==> src/rtl/fu_muldiv.sv <==
// fu_muldiv: RV32M/RV64M execution unit -- pipelined multiplier and iterative radix-2
// divider sharing one result port. Optional build macro: FU_MULDIV_EARLYOUT_EN.
module fu_muldiv #(
    parameter int XLEN       = 32,
    parameter int MUL_STAGES = 3,
    parameter int TAG_BITS   = 6
) (
    input  logic                clk,
    input  logic                rst,
    input  logic                flush,
    input  logic                issue_valid,
    output logic                issue_ready,
    input  logic [2:0]          funct3,
    input  logic [XLEN-1:0]     rs1_v,
    input  logic [XLEN-1:0]     rs2_v,
    input  logic [TAG_BITS-1:0] tag_in,
    output logic                result_valid,
    input  logic                result_ready,
    output logic [XLEN-1:0]     result_v,
    output logic [TAG_BITS-1:0] tag_out
);

    // Divider states
    //   state | meaning
    //   IDLE  | ready to accept a div-class op
    //   ITER  | one restoring shift-subtract step per cycle, XLEN steps
    //   FIX   | apply quotient/remainder signs and divide-by-zero quotient
    //   DONE  | result held until consumed
    typedef enum logic [1:0] {IDLE, ITER, FIX, DONE} div_state_t;

    localparam int TAIL = MUL_STAGES - 1;
    localparam int CW   = $clog2(XLEN);

    // ---------------- issue / handshake ----------------
    logic issue_ok, mul_ready, div_ready, mul_acc, div_acc;
    logic tail_v, sel_mul, sel_div, tail_out, div_consume, div_hold;
    div_state_t dstate, dstate_d;

    logic [MUL_STAGES-1:0] mv, mfree, mld, mout;

    assign issue_ok    = !rst && !flush;
    assign mul_ready   = issue_ok && mfree[0];
    assign div_ready   = issue_ok && (dstate == IDLE);
    assign issue_ready = funct3[2] ? div_ready : mul_ready;
    assign mul_acc     = issue_valid && !funct3[2] && mul_ready;
    assign div_acc     = issue_valid &&  funct3[2] && div_ready;

    // A div result already on the port keeps it until consumed so the port stays stable.
    assign tail_v       = mv[TAIL];
    assign sel_div      = (dstate == DONE) && (!tail_v || div_hold);
    assign sel_mul      = tail_v && !sel_div;
    assign result_valid = issue_ok && (sel_mul || sel_div);
    assign tail_out     = sel_mul && result_ready;
    assign div_consume  = sel_div && result_ready;

    always_ff @(posedge clk) begin
        if (rst || flush) div_hold <= 1'b0;
        else              div_hold <= sel_div && !result_ready;
    end

    // ---------------- multiplier ----------------
    logic                   a_sgn, b_sgn;
    logic signed [2*XLEN+1:0] ma, mb, mul_prod;
    logic [1:0]             unused_prod_hi;
    logic [2*XLEN-1:0]      mprod [MUL_STAGES];
    logic [1:0]             mf3   [MUL_STAGES];
    logic [TAG_BITS-1:0]    mtag  [MUL_STAGES];
    logic [XLEN-1:0]        mul_res;

    assign a_sgn    = (funct3[1:0] != 2'b11);
    assign b_sgn    = !funct3[1];
    assign ma       = {{(XLEN+2){a_sgn & rs1_v[XLEN-1]}}, rs1_v};
    assign mb       = {{(XLEN+2){b_sgn & rs2_v[XLEN-1]}}, rs2_v};
    assign mul_prod = ma * mb;
    assign unused_prod_hi = mul_prod[2*XLEN+1:2*XLEN];

    // Stage k is free if any stage from k to the tail is empty, or the tail drains.
    always_comb begin
        logic full;
        mfree = '0;
        for (int k = 0; k < MUL_STAGES; k++) begin
            full = 1'b1;
            for (int j = k; j < MUL_STAGES; j++) full = full & mv[j];
            mfree[k] = !full || tail_out;
        end
    end

    always_comb begin
        mld    = '0;
        mld[0] = mul_acc;
        for (int k = 1; k < MUL_STAGES; k++) mld[k] = mv[k-1] && mfree[k];
        mout       = '0;
        mout[TAIL] = tail_out;
        for (int k = 0; k < TAIL; k++) mout[k] = mld[k+1];
    end

    always_ff @(posedge clk) begin
        if (rst || flush) begin
            mv <= '0;
        end else begin
            for (int k = 0; k < MUL_STAGES; k++) mv[k] <= mld[k] | (mv[k] & ~mout[k]);
        end
    end

    always_ff @(posedge clk) begin
        if (mld[0]) begin
            mprod[0] <= mul_prod[2*XLEN-1:0];
            mf3[0]   <= funct3[1:0];
            mtag[0]  <= tag_in;
        end
        for (int k = 1; k < MUL_STAGES; k++) begin
            if (mld[k]) begin
                mprod[k] <= mprod[k-1];
                mf3[k]   <= mf3[k-1];
                mtag[k]  <= mtag[k-1];
            end
        end
    end

    assign mul_res = (mf3[TAIL] == 2'b00) ? mprod[TAIL][XLEN-1:0] : mprod[TAIL][2*XLEN-1:XLEN];

    // ---------------- divider ----------------
    logic                d_sgn, sa, sb, div0_in, div_early;
    logic [XLEN-1:0]     abs_a, abs_b, early_res;
    logic [XLEN-1:0]     dr, dq, dd, q_fin, r_fin;
    logic [XLEN:0]       r_sh, r_sub;
    logic                step_ok;
    logic [CW-1:0]       dcnt;
    logic                d_qneg, d_rneg, d_rem, d_div0;
    logic [TAG_BITS-1:0] dtag;

    assign d_sgn   = !funct3[0];
    assign sa      = d_sgn & rs1_v[XLEN-1];
    assign sb      = d_sgn & rs2_v[XLEN-1];
    assign abs_a   = sa ? -rs1_v : rs1_v;
    assign abs_b   = sb ? -rs2_v : rs2_v;
    assign div0_in = (rs2_v == '0);

`ifdef FU_MULDIV_EARLYOUT_EN
    logic ovf_in;
    assign ovf_in    = d_sgn && (rs1_v == {1'b1, {(XLEN-1){1'b0}}}) && (rs2_v == '1);
    assign div_early = div0_in || ovf_in;
    assign early_res = funct3[1] ? (div0_in ? rs1_v : '0) : (div0_in ? '1 : rs1_v);
`else
    assign div_early = 1'b0;
    assign early_res = '0;
`endif

    assign r_sh    = {dr, dq[XLEN-1]};
    assign r_sub   = r_sh - {1'b0, dd};
    assign step_ok = !r_sub[XLEN];
    assign q_fin   = d_div0 ? '1 : (d_qneg ? -dq : dq);
    assign r_fin   = d_rneg ? -dr : dr;

    always_ff @(posedge clk) begin
        if (rst || flush) dstate <= IDLE;
        else              dstate <= dstate_d;
    end

    always_comb begin
        dstate_d = dstate;
        case (dstate)
            IDLE:    if (div_acc) dstate_d = div_early ? DONE : ITER;
            ITER:    if (dcnt == '0) dstate_d = FIX;
            FIX:     dstate_d = DONE;
            DONE:    if (div_consume) dstate_d = IDLE;
            default: dstate_d = IDLE;
        endcase
    end

    always_ff @(posedge clk) begin
        case (dstate)
            IDLE: begin
                if (div_acc) begin
                    dr     <= '0;
                    dq     <= div_early ? early_res : abs_a;
                    dd     <= abs_b;
                    dcnt   <= CW'(XLEN - 1);
                    d_qneg <= sa ^ sb;
                    d_rneg <= sa;
                    d_rem  <= funct3[1];
                    d_div0 <= div0_in;
                    dtag   <= tag_in;
                end
            end
            ITER: begin
                dr   <= step_ok ? r_sub[XLEN-1:0] : r_sh[XLEN-1:0];
                dq   <= {dq[XLEN-2:0], step_ok};
                dcnt <= dcnt - CW'(1);
            end
            FIX:     dq <= d_rem ? r_fin : q_fin;
            default: ;
        endcase
    end

    // ---------------- result port ----------------
    always_comb begin
        result_v = '0;
        tag_out  = '0;
        if (result_valid) begin
            if (sel_mul) begin
                result_v = mul_res;
                tag_out  = mtag[TAIL];
            end else begin
                result_v = dq;
                tag_out  = dtag;
            end
        end
    end

endmodule
==> config.mk <==
export PLATFORM = sky130hd
export DESIGN_NAME = fu_muldiv
export DESIGN_NICKNAME = d
export VERILOG_FILES = /design/src/rtl/fu_muldiv.sv
export SDC_FILE = /design/constraint.sdc
export NUM_CORES = 2
export LEC_CHECK = 0
export BUFFER_PORTS_ARGS = -buffer_cell sky130_fd_sc_hd__buf_2
export CORE_ASPECT_RATIO = 0.9
export CORE_MARGIN = 10
export CORE_UTILIZATION = 40
export DETAILED_ROUTE_END_ITERATION = 6
export GPL_TIMING_DRIVEN = 0
export HOLD_SLACK_MARGIN = 0.1
export PLACE_DENSITY_LB_ADDON = 0.05
export SLEW_MARGIN = 10
export SYNTH_ARGS = -nofsm -noshare
export SYNTH_HDL_FRONTEND = slang
export SYNTH_SLANG_ARGS = --single-unit
export TNS_END_PERCENT = 20
==> constraint.sdc <==
create_clock -name clk -period 9.8 [get_ports clk]
set_input_delay 0.49 -clock clk [delete_from_list [all_inputs] [get_ports clk]]
set_output_delay 0.49 -clock clk [all_outputs]
set_load 0.03 [all_outputs]
Word level (Yosys, flattened, before mapping)

Memories as Yosys holds them, arrays and structs flattened.
Cells that the tools add are included.

Multipliers: 1
Add/sub/neg operators: 6
Multiplexer cells: 29
Reduce and logical (&&, ||, !) cells: 42
Bitwise operators: 17
Eq/ne operators: 8

Operators with widths:

| cell                                             | count |
|---|---|
| 2-to-1 mux 32 bit                                | 12 |
| negation 32 bit                                  | 4 |
| one-hot mux 32 bit (3 select lines)              | 1 |
| multiplier 33 x 33 -> 64 bit                     | 1 |
| one-hot mux 32 bit (2 select lines)              | 1 |
| subtractor 33 x 32 -> 33 bit                     | 1 |
| logical NOT 32 bit                               | 1 |
| logical AND 1 bit                                | 15 |
| 2-to-1 mux 6 bit                                 | 2 |
| logical NOT 1 bit                                | 11 |
| bitwise AND 1 bit                                | 10 |
| one-hot mux 5 bit (2 select lines)               | 1 |
| inequality test 2 bit, second input constant     | 4 |
| one-hot mux 2 bit (4 select lines)               | 1 |
| 2-to-1 mux 1 bit                                 | 7 |
| logical OR 1 bit                                 | 6 |
| 2-to-1 mux 2 bit                                 | 3 |
| AND reduction 3 bit                              | 2 |
| logical NOT 5 bit                                | 1 |
| 2-to-1 mux 5 bit                                 | 1 |
| subtractor 5 x 1 -> 5 bit, second input constant | 1 |
| equality test 2 bit, second input constant       | 2 |
| logical NOT 2 bit                                | 2 |
| inequality test 4 bit, second input constant     | 1 |
| other kinds (7)                                  | 12 |

Flip-flop bits (word level): 117
RAM bits: 216
Memories: 3
Output and inout bits: 40

Memory list:

| memory | depth | width | read ports | clocked after memory_dff | wr ports | RTL line | text |
|---|---|---|---|---|---|---|---|
| mprod  | 3     | 64    | 3          | 0                        | 3        | 65       | `logic [2*XLEN-1:0] mprod [MUL_STAGES];` |
| mtag   | 3     | 6     | 3          | 0                        | 3        | 67       | `logic [TAG_BITS-1:0] mtag [MUL_STAGES];` |
| mf3    | 3     | 2     | 3          | 0                        | 3        | 66       | `logic [1:0] mf3 [MUL_STAGES];` |

Longest topological paths before layout

Depth in word-level cells: 11
Depth in mapped cells: 31
Mapped depth without buffers: 28

Worst setup path before layout

OpenSTA, ideal clock, no wires.

Path kind: input to register
Start: input port rs1_v[31]
End: memory mprod[0][61] in the netlist's numbering (data pin)
Required time: 9.538 ns
Data arrival time: 8.329 ns
Library setup time: 0.262 ns
Stages: 25
Path slack: 1.210 ns
Path buffers: 2
Cells stage by stage: clkbuf_1 a21boi_0 clkbuf_1 nand2_1 fa_1 fa_1 inv_1 fa_1 inv_1 fa_1 inv_1 fa_1 fa_1 fa_1 fa_1 ha_1 nand2_1 nor2_1 nand2_1 or4_1 a2111oi_0 o21ai_1 a21oi_1 a211oi_1 xnor2_1

RTL lines:

| what        | RTL line | text |
|---|---|---|
| from (decl) | 14       | `input logic [XLEN-1:0] rs1_v,` |
| to (decl)   | 65       |  |

==> reports/metrics.cfg <==
[critical_path]
cp-start-kind = primary input
critPathMaxFanout = 10
end_kind = register
critPathKind = primary input to register
cp.arrival_ps = 9890
crit_required_ps = 10090

[cells_and_area]
final_area_sq_um = 58800
final_cells = 7553
area_growth_pct = 8.16
fill_cells = 13500
final_nets = 7146
drive_gt1_frac = 0.0472

[yosys]
yosys.area_share.adder = 0.473
synth_compound_area_frac = 0.0597
syn_nets = 7023
syn_area_sq_um = 54400
synth_top_family_by_area = adder cells
synth_cell_types = 71
synth_xor_area_frac = 0.0367
ys_top_cells_by_area = fa_1, edfxtp_1, inv_1, ha_1, nand2_1
ys_seq_area_frac = 0.183
async_reset_ff_frac = 0
muxShareOfSynthArea = 0.0116
ys_warn_count = 0
yosys.area_share.simple = 0.136
ys.flop_type = edfxtp_1
synth_common_cells = inv_1, fa_1, nand2_1
synth_top_cell_by_area = fa_1
synthMostInstantiatedCell = inv_1
syn-instance-count = 5565
synth_edf_count = 327
syn_avg_cell_area_sq_um = 9.77
synth-seq-cells = 333
synth_top_area_frac = 0.414

[sta]
finalSetupViolations = 0
slew_headroom = 0.0551
tightest_slew_ps = 1400
hold_violations = 0
setup-tns-final_ps = 0
rsz0062_at_grt = true
fin_crit_ps = 9600
worst_hold_slack_ps = 126
finClkSkew_ps = 18.1
fmax_mhz = 104
final.period_utilization = 0.980
finalMaxSlewViolations = 0

[die]
initial_core_util = 0.402
rows = 128
io_pins = 118
core_sq_um = 135000
die_w_microns = 409
die_y_microns = 370
fp.dieArea_sq_um = 151000

[clocking]
clockBufferDepth = 3
clk_pin_slew_ps = 70
cts_tree = built
cts_max_level = 2
clock_sinks = 333
insertion_delay_ps = 560
root_buffer = clkbuf_16
cts_buffers = 37

[detailed_routing]
wl_per_cell_microns = 28.0
drcViolationCount = 0
firstDrtPassIters = 5
vias = 39900
drt_iter0_markers = 3615
wl_mm = 211
vias_per_cell = 5.29
ant_nets = 0

[place]
post_dp_cell_area_sq_um = 57400
io_buffers = 69
gp_congestion = 0.941
dpl.cell_count = 7469
hpwl_mm = 176

[min_path]
min_path_type = primary input to register

[flow_run]
maxCapViolCount = 0

[global_route]
grtUsageTotal = 0.280
grt_first_pass_wirelength_mm = 306
antenna_found_initial = 33
grt-ovfl-total = 0
grt_pass1_vias = 41300
grt_max_degree = 36

[outcome]
status = finished clean

-- cell usage in the layout, fill, tap and decap left out, types with 10 or more instances in the layout --
cell type and n:
inv_1 1132, fa_1 1123, nand2_1 834, and2_1 360, edfxtp_1 327, ha_1 252, clkbuf_1 212, nor2_1 207
a21oi_1 194, xnor2_1 127, xor2_1 101, o21ai_0 78, buf_2 74, clkbuf_2 64, mux2i_1 62, a211oi_1 47
a21o_1 41, clkbuf_16 37, buf_1 32, nor3_1 26, nand3_1 25, o21bai_1 20, o31ai_1 20, nand2b_1 18
a31oi_1 17, diode_2 16, or4_1 15, nor2b_1 14, nor4_1 14, or2_2 13, clkinv_2 13, nand4_1 11
or3_1 11, o41ai_1 11, and3_1 10, a22oi_1 10
-- path summary, 6_finish.rpt --
path,startpoint,to,slack (ps),depth (start not counted)
worst min-delay path,tag_in[3],mtag[0][3],130,1
worst min register to register,mprod[0][70],mprod[0][134],410,0
worst max register to register,dq[31],dr[9],5240,14
worst max-delay path,rs1_v[4],mprod[0][55],200,24
-- worst max-delay path, cell delays in order --
cell       delay (ps)
clkbuf_1          660
clkbuf_1          920
nand2_1           470
fa_1              580
fa_1              540
inv_1              50
fa_1              480
ha_1              140
inv_1              40
fa_1              480
inv_1              60
fa_1              620
fa_1              480
fa_1              500
ha_1              430
and3_1            220
nand2_1           100
a211oi_1          410
o2111ai_1         290
a211oi_1          450
o21a_1            450
a21boi_1          290
o21ai_0           260
xor2_1            430
-- cell type report --
type	instances	area, sq um	share of cell area
clock inverters	24	228	0.00387
clock buffers	44	952	0.0162
flip-flops and latches	333	9940	0.169
repair buffers	91	699	0.0119
well taps	1820	2280	0.0387
diodes	16	40.0	0.000681
inverters	1135	4270	0.0725
plain buffers	318	1360	0.0231
multi-input cells	3772	39100	0.664
-- metrics by stage --
stage	util	setup WS, ps
2_1_floorplan	-	1210
3_3_place_gp	0.422	-3890
3_5_place_dp	0.425	-3740
4_1_cts	0.434	-29.4
5_1_grt	0.435	-16.2
6_report	0.435	200
-- cell families after synthesis --
group,Yosys count
buffers and inverters,1460
adder cells (fa/ha/maj),1380
flip-flops,333
XOR/XNOR,228
AO/OA/AOI/OAI,513
AND/OR/NAND/NOR,1588
multiplexers,63
-- routing by layer --
| layer | up-vias | track usage | share of wire |
|---|---|---|---|
| li1 | 17200 | - | - |
| met1 | 20900 | 0.407 | 0.45 |
| met2 | 1599 | 0.425 | 0.44 |
| met3 | 277 | 0.0512 | 0.083 |
| met4 | 16 | 0.0851 | 0.036 |
| met5 | - | 0 | 0.00049 |
-- repair_timing --
action,CTS,global route
hold buffers,1,0
pin swaps,1,0
hold endpoints to repair,2,0
setup endpoints to repair,21,9
buffers inserted,6,0
gates resized for setup,42,93
-- flip-flops by register name (all words and copies together), names as in the netlist --
register  count
dd           32
dr           32
d_rem         1
dtag          6
d_rneg        1
dstate        2
dq           32
d_div0        1
dcnt          5
d_qneg        1
mprod       192
div_hold      1
mtag         18
mf3           6
mv            3
Power is not shown: default switching activity piles up to over one toggle a cycle in this logic, so the estimate is an artifact.
